==> config.mk <==
export PLATFORM = sky130hd
export DESIGN_NAME = score_keeper
export DESIGN_NICKNAME = d
export VERILOG_FILES = /design/src/rtl/score_keeper.sv
export SDC_FILE = /design/constraint.sdc
export NUM_CORES = 1
export LEC_CHECK = 0
export ABC_CLOCK_PERIOD_IN_PS = 4200
export CORE_ASPECT_RATIO = 0.8
export CORE_MARGIN = 2
export CORE_UTILIZATION = 58
export DETAILED_ROUTE_END_ITERATION = 8
export PLACE_DENSITY = 0.81
export SETUP_SLACK_MARGIN = 0.05
export SYNTH_ARGS = -nofsm -noshare
export SYNTH_HDL_FRONTEND = slang
export SYNTH_SLANG_ARGS = --single-unit
==> constraint.sdc <==
create_clock -name clk -period 4.2 [get_ports clk]
set_clock_uncertainty 0.1 [all_clocks]
set_input_delay 0.84 -clock clk [delete_from_list [all_inputs] [get_ports clk]]
set_output_delay 0.84 -clock clk [all_outputs]
set_load 0.005 [all_outputs]
==> src/rtl/score_keeper.sv <==
// Two-player BCD scorekeeper with seven-segment drive, match-end detection and winner blink.
// Goal edge -> score/digits next cycle -> segments the cycle after; new_match overrides goal events.
module score_keeper #(
  parameter int WIN_SCORE    = 11,
  parameter int BLINK_CYCLES = 12_587_500
) (
  input  logic       clk,
  input  logic       rst,
  input  logic       goal_left,
  input  logic       goal_right,
  input  logic       new_match,
  input  logic       pause,
  output logic [6:0] score_left,
  output logic [6:0] score_right,
  output logic [6:0] hex_left_tens,
  output logic [6:0] hex_left_ones,
  output logic [6:0] hex_right_tens,
  output logic [6:0] hex_right_ones,
  output logic       match_over,
  output logic [1:0] winner
);

  typedef enum logic {PLAY, WON} state_t;

  localparam int             CW        = (BLINK_CYCLES > 1) ? $clog2(BLINK_CYCLES) : 1;
  localparam logic [CW-1:0]  CNT_MAX   = CW'(BLINK_CYCLES - 1);
  localparam logic [6:0]     WIN       = 7'(WIN_SCORE);
  localparam logic [6:0]     SEG_BLANK = 7'b1111111;
  localparam logic [6:0]     SEG_ZERO  = 7'b1000000;

  state_t        state, state_nxt;
  logic          prev_goal_left, prev_goal_right;
  logic [7:0]    left_bcd, right_bcd, left_nxt, right_nxt;
  logic [1:0]    winner_nxt;
  logic [CW-1:0] blink_cnt, cnt_nxt;
  logic          blink_on, on_nxt;
  logic          evt_left, evt_right, left_win, right_win;
  logic          blank_left, blank_right;

  function automatic logic [6:0] seg(input logic [3:0] d);
    case (d)
      4'd0: seg = 7'b1000000;
      4'd1: seg = 7'b1111001;
      4'd2: seg = 7'b0100100;
      4'd3: seg = 7'b0110000;
      4'd4: seg = 7'b0011001;
      4'd5: seg = 7'b0010010;
      4'd6: seg = 7'b0000010;
      4'd7: seg = 7'b1111000;
      4'd8: seg = 7'b0000000;
      4'd9: seg = 7'b0010000;
      default: seg = SEG_BLANK;
    endcase
  endfunction

  function automatic logic [7:0] bcd_inc(input logic [7:0] v);
    if (v[3:0] == 4'd9) bcd_inc = {v[7:4] + 4'd1, 4'd0};
    else                bcd_inc = {v[7:4], v[3:0] + 4'd1};
  endfunction

  function automatic logic [6:0] bcd_bin(input logic [7:0] v);
    bcd_bin = {3'b000, v[7:4]} * 7'd10 + {3'b000, v[3:0]};
  endfunction

  assign evt_left   = goal_left & ~prev_goal_left;
  assign evt_right  = goal_right & ~prev_goal_right;
  assign match_over = (state == WON);

  always_comb begin
    state_nxt  = state;
    left_nxt   = left_bcd;
    right_nxt  = right_bcd;
    winner_nxt = winner;
    cnt_nxt    = blink_cnt;
    on_nxt     = blink_on;
    left_win   = 1'b0;
    right_win  = 1'b0;
    if (new_match) begin
      state_nxt  = PLAY;
      left_nxt   = 8'h00;
      right_nxt  = 8'h00;
      winner_nxt = 2'b00;
      cnt_nxt    = '0;
      on_nxt     = 1'b1;
    end else begin
      case (state)
        PLAY: begin
          if (evt_left && !pause)  left_nxt  = bcd_inc(left_bcd);
          if (evt_right && !pause) right_nxt = bcd_inc(right_bcd);
          left_win  = evt_left && !pause && (bcd_bin(left_nxt) == WIN);
          right_win = evt_right && !pause && (bcd_bin(right_nxt) == WIN);
          if (left_win || right_win) begin
            state_nxt  = WON;
            winner_nxt = {right_win, left_win};
          end
        end
        WON: begin
          if (blink_cnt == CNT_MAX) begin
            cnt_nxt = '0;
            on_nxt  = ~blink_on;
          end else begin
            cnt_nxt = blink_cnt + 1'b1;
          end
        end
        default: state_nxt = PLAY;
      endcase
    end
  end

  always_ff @(posedge clk or posedge rst) begin
    if (rst) state <= PLAY;
    else     state <= state_nxt;
  end

  always_ff @(posedge clk or posedge rst) begin
    if (rst) begin
      prev_goal_left  <= 1'b0;
      prev_goal_right <= 1'b0;
      left_bcd        <= 8'h00;
      right_bcd       <= 8'h00;
      score_left      <= 7'd0;
      score_right     <= 7'd0;
      winner          <= 2'b00;
      blink_cnt       <= '0;
      blink_on        <= 1'b1;
    end else begin
      prev_goal_left  <= goal_left;
      prev_goal_right <= goal_right;
      left_bcd        <= left_nxt;
      right_bcd       <= right_nxt;
      score_left      <= bcd_bin(left_nxt);
      score_right     <= bcd_bin(right_nxt);
      winner          <= winner_nxt;
      blink_cnt       <= cnt_nxt;
      blink_on        <= on_nxt;
    end
  end

  // Winner's digits go dark during the off phase; a draw blanks both sides.
  assign blank_left  = (state == WON) && !blink_on && winner[0];
  assign blank_right = (state == WON) && !blink_on && winner[1];

  always_ff @(posedge clk or posedge rst) begin
    if (rst) begin
      hex_left_tens  <= SEG_BLANK;
      hex_left_ones  <= SEG_ZERO;
      hex_right_tens <= SEG_BLANK;
      hex_right_ones <= SEG_ZERO;
    end else begin
      hex_left_tens  <= (blank_left || left_bcd[7:4] == 4'd0) ? SEG_BLANK : seg(left_bcd[7:4]);
      hex_left_ones  <= blank_left ? SEG_BLANK : seg(left_bcd[3:0]);
      hex_right_tens <= (blank_right || right_bcd[7:4] == 4'd0) ? SEG_BLANK : seg(right_bcd[7:4]);
      hex_right_ones <= blank_right ? SEG_BLANK : seg(right_bcd[3:0]);
    end
  end

endmodule

==> results of run 1 <==
## timing repair
action,CTS,global route
setup endpoints to repair,1,5
gates resized for setup,3,17
setup buffers,0,2
endpoints found under the hold margin,0,0
pin swaps,0,10
## critical path, delay by kind of cell, from the launching register on
family / cells / cell delay [ns]
compound gates: 3 / 0.95
xor+xnor: 2 / 0.36
fa+ha+maj: 4 / 1.13
buf+inv: 1 / 0.14
flops: 1 / 0.47
simple gates: 4 / 0.71
## how the worst max path moves through the flow
stage	start	endpoint	slack [ns]	depth (start not counted)
after floorplan	pause	winner[1]	0.19	13
after global placement	pause	winner[1]	-0.26	13
after detailed placement	goal_left	winner[1]	-0.38	13
after CTS	pause	winner[1]	0.06	13
after global routing	right_bcd[1]	winner[1]	-0.02	17
final	left_bcd[1]	winner[0]	0.21	14
## cell usage in the layout, fill, tap and decap left out, types with 3 or more instances in the layout
cell type         n
dfrtp_1          68
nor2_1           58
nand2_1          57
clkdlybuf4s50_1  47
ha_1             44
o21ai_0          37
buf_4            33
a21oi_1          30
inv_1            28
xnor2_1          26
xor2_1           21
nand3_1          17
dfstp_2          17
clkbuf_8         10
nor3_1            7
nor2b_1           7
nand4_1           7
fa_1              7
nand2b_1          6
a21o_1            5
and2_1            5
clkbuf_1          5
nand3b_1          4
mux2i_1           4
and3_1            4
o31ai_1           3
o211ai_1          3
nor4_1            3
a31oi_1           3
dlymetal6s2s_1    3
## cell type report
type | count | area [sq um]
multi-input cells | 402 | 2820
clock buffers | 15 | 156
well taps | 112 | 140
flip-flops and latches | 86 | 2170
fillers | 629 | 2370
inverters | 29 | 110
repair buffers | 83 | 756
clock inverters | 1 | 30.0
## metal layers
| layer | vias up | global-route usage, % | wire, um |
|---|---|---|---|
| li1 | 1972 | - | - |
| met1 | 1997 | 35.1 | 5110 |
| met2 | 127 | 40.4 | 5380 |
| met3 | 22 | 6.11 | 633 |
| met4 | 0 | 7.36 | 180 |
| met5 | - | 0 | 0 |
## power by group through the flow
stage          logic (W)  clock network (W)  registers [W]
3_3_place_gp   0.0000677                  0       0.000857
3_5_place_dp   0.0000701                  0       0.000857
5_1_grt        0.0000785           0.000626       0.000843
6_report       0.0000700           0.000576       0.000842
4_1_cts        0.0000707           0.000582       0.000842
2_1_floorplan  0.0000373                  0       0.000857
## state kept, by name (all words and copies together), names as in the netlist
name,cells
score_left,6
left_bcd,8
hex_right_ones,7
match_over,1
hex_left_tens,7
prev_goal_right,1
hex_right_tens,7
score_right,6
blink_cnt,24
hex_left_ones,7
prev_goal_left,1
blink_on,1
right_bcd,8
winner,2
## per-stage QoR
stage                     setup slack, ns  utilization [%]  total power (W)  hold slack [ns]
after detailed placement           -0.380             69.0         0.000927            0.452
after global placement             -0.262             69.0         0.000925            0.426
final                               0.206             72.3          0.00149            0.474
after floorplan                     0.190                -         0.000894            0.401
after CTS                          0.0569             71.3          0.00149            0.469
after global routing              -0.0249             72.3          0.00155            0.489
## logic make-up (layout without fill, tap and decap cells)
kind of cell | Yosys count | after routing | synth area share, %
AND/OR/NAND/NOR | 199 | 199 | 18.9
flip-flops | 86 | 86 | 42.3
adder cells (fa/ha/maj) | 53 | 53 | 14.1
multiplexers | 4 | 4 | 0.778
AO/OA/AOI/OAI | 96 | 96 | 11.1
XOR/XNOR | 50 | 50 | 8.66
buffers and inverters | 52 | 128 | 4.23
==> metrics.txt, run 1 <==
outcome finished clean; fmax 250 MHz; synth top area cells dfrtp_1 (34%), ha_1 (11%), dfstp_2 (8.7%); initial antenna violation count 0; worst r2r src left_bcd[1]; CTS clock-pin slew for the worst setup and hold paths 0.08 ns; Peak supply drop 235 uV; cts hold-fix bufs 0; setup TNS 0 ns; Worst Tran Pin Value 0.888 ns; post-layout instance area 6190 sq um; Leak 2.81 nW; Synth Register Bits 86; Initial Util 60.1%; CP max FO 7; Placer Congestion 0.884; period utilization 95.1%; pin count of the biggest net entering global routing 54; HP Start blink_cnt[8]; dpl cells 710; Gate Count Post-Synth 540; site row count 30; hold path depth 2; crit path cell chain inv_1 -> ha_1 -> and3b_1 -> nand2_1 -> nor2_1 -> xor2_1 -> ha_1 -> ha_1 -> fa_1 -> xor2_1 -> o41a_1 -> and3_1 -> a311oi_2 -> o32ai_1; Final Hold Viols 0; Worst Path Required 4.32 ns; vias in the first global route 3,958; first-pass GRT wire length 18,900 um; GRT overflow 0; drt drc 0; CP max stage cell o41a_1; Total Die Area 9640 sq um; Power Density 241 nW/um^2; final count of pins violating max slew 0; Worst setup EP type register; Reg power frac 56.6%; Reg2Reg Depth 14; WS Path Type register to register; Post-synth EDFFs 0; P_sw 0.000331 W; total global-route track usage 25.4%; syn_nets 599; Internal 0.00116 W; crit path time final 3.99 ns; yosys warns 0; number of vias per cell 5.66; r2r endpoint winner[0]; Die Y-Extent 88.2 um; R2R Setup Slk 0.21 ns; Clock Tree Buf Depth 2; Yosys cell types 54; DP Area 5910 sq um; CTS tree done; CTS Buf Count 9; Synth area leader dfrtp_1; Post-Layout Cell Count 728; proportion of layout cells with a drive suffix above 1 14.3%; DR pass1 iterations 5; top-count cell post-synth dfrtp_1; Mapped Area 5140 sq um; IO Pins 51; Port Buffers 50; Worst setup SP type register; Worst slew margin 40.7%; fin nets 670; Commonest cells post-synth dfrtp_1 (69), nor2_1 (60), nand2_1 (58); Die X-Extent 109 um; Async S/R FF share, synth 100%; area share of the largest cell type after synthesis 33.6%; mean post-synth cell area 9.53 sq um; top_reg_cell synth dfrtp_1; drt total wl 11,300 um; total number of vias 4,118; Post-DRT Antenna Nets 0; CP max stage delay 0.49 ns; CTS H-tree lvls 3; Root Buffer Master clkbuf_8; combinational share of power 4.7%; Worst Hold Endpoint blink_cnt[8]; power share of the clock group 38.7%; Switching Share 22.3%; core box area 8560 sq um; Arr. time, crit path 4.11 ns; min-delay worst type register to register; n_diodes 0; MaxCap Viol Count 0; sequential fraction of the synthesis area 42.3%; Iteration-0 DRC Markers 252; # setup viols final 0; Final HPWL DP 8320 um; Syn-to-layout area delta 20.3%; most frequent CP cell ha_1; worst skew pair latency 0.36 ns; Routed wire per std cell 15.5 um; clock sink count 86
(Power assumes the default switching activity.)
==> run 2: changes to the inputs <==
--- a/config.mk
+++ b/config.mk
@@ -6,6 +6,7 @@
 export NUM_CORES = 1
 export LEC_CHECK = 0
 export ABC_CLOCK_PERIOD_IN_PS = 4200
+export CAP_MARGIN = 10
 export CORE_ASPECT_RATIO = 0.8
 export CORE_MARGIN = 2
 export CORE_UTILIZATION = 58
==> results of run 2 <==
No change in the layout: final DEF, timing and power equal those of run 1.
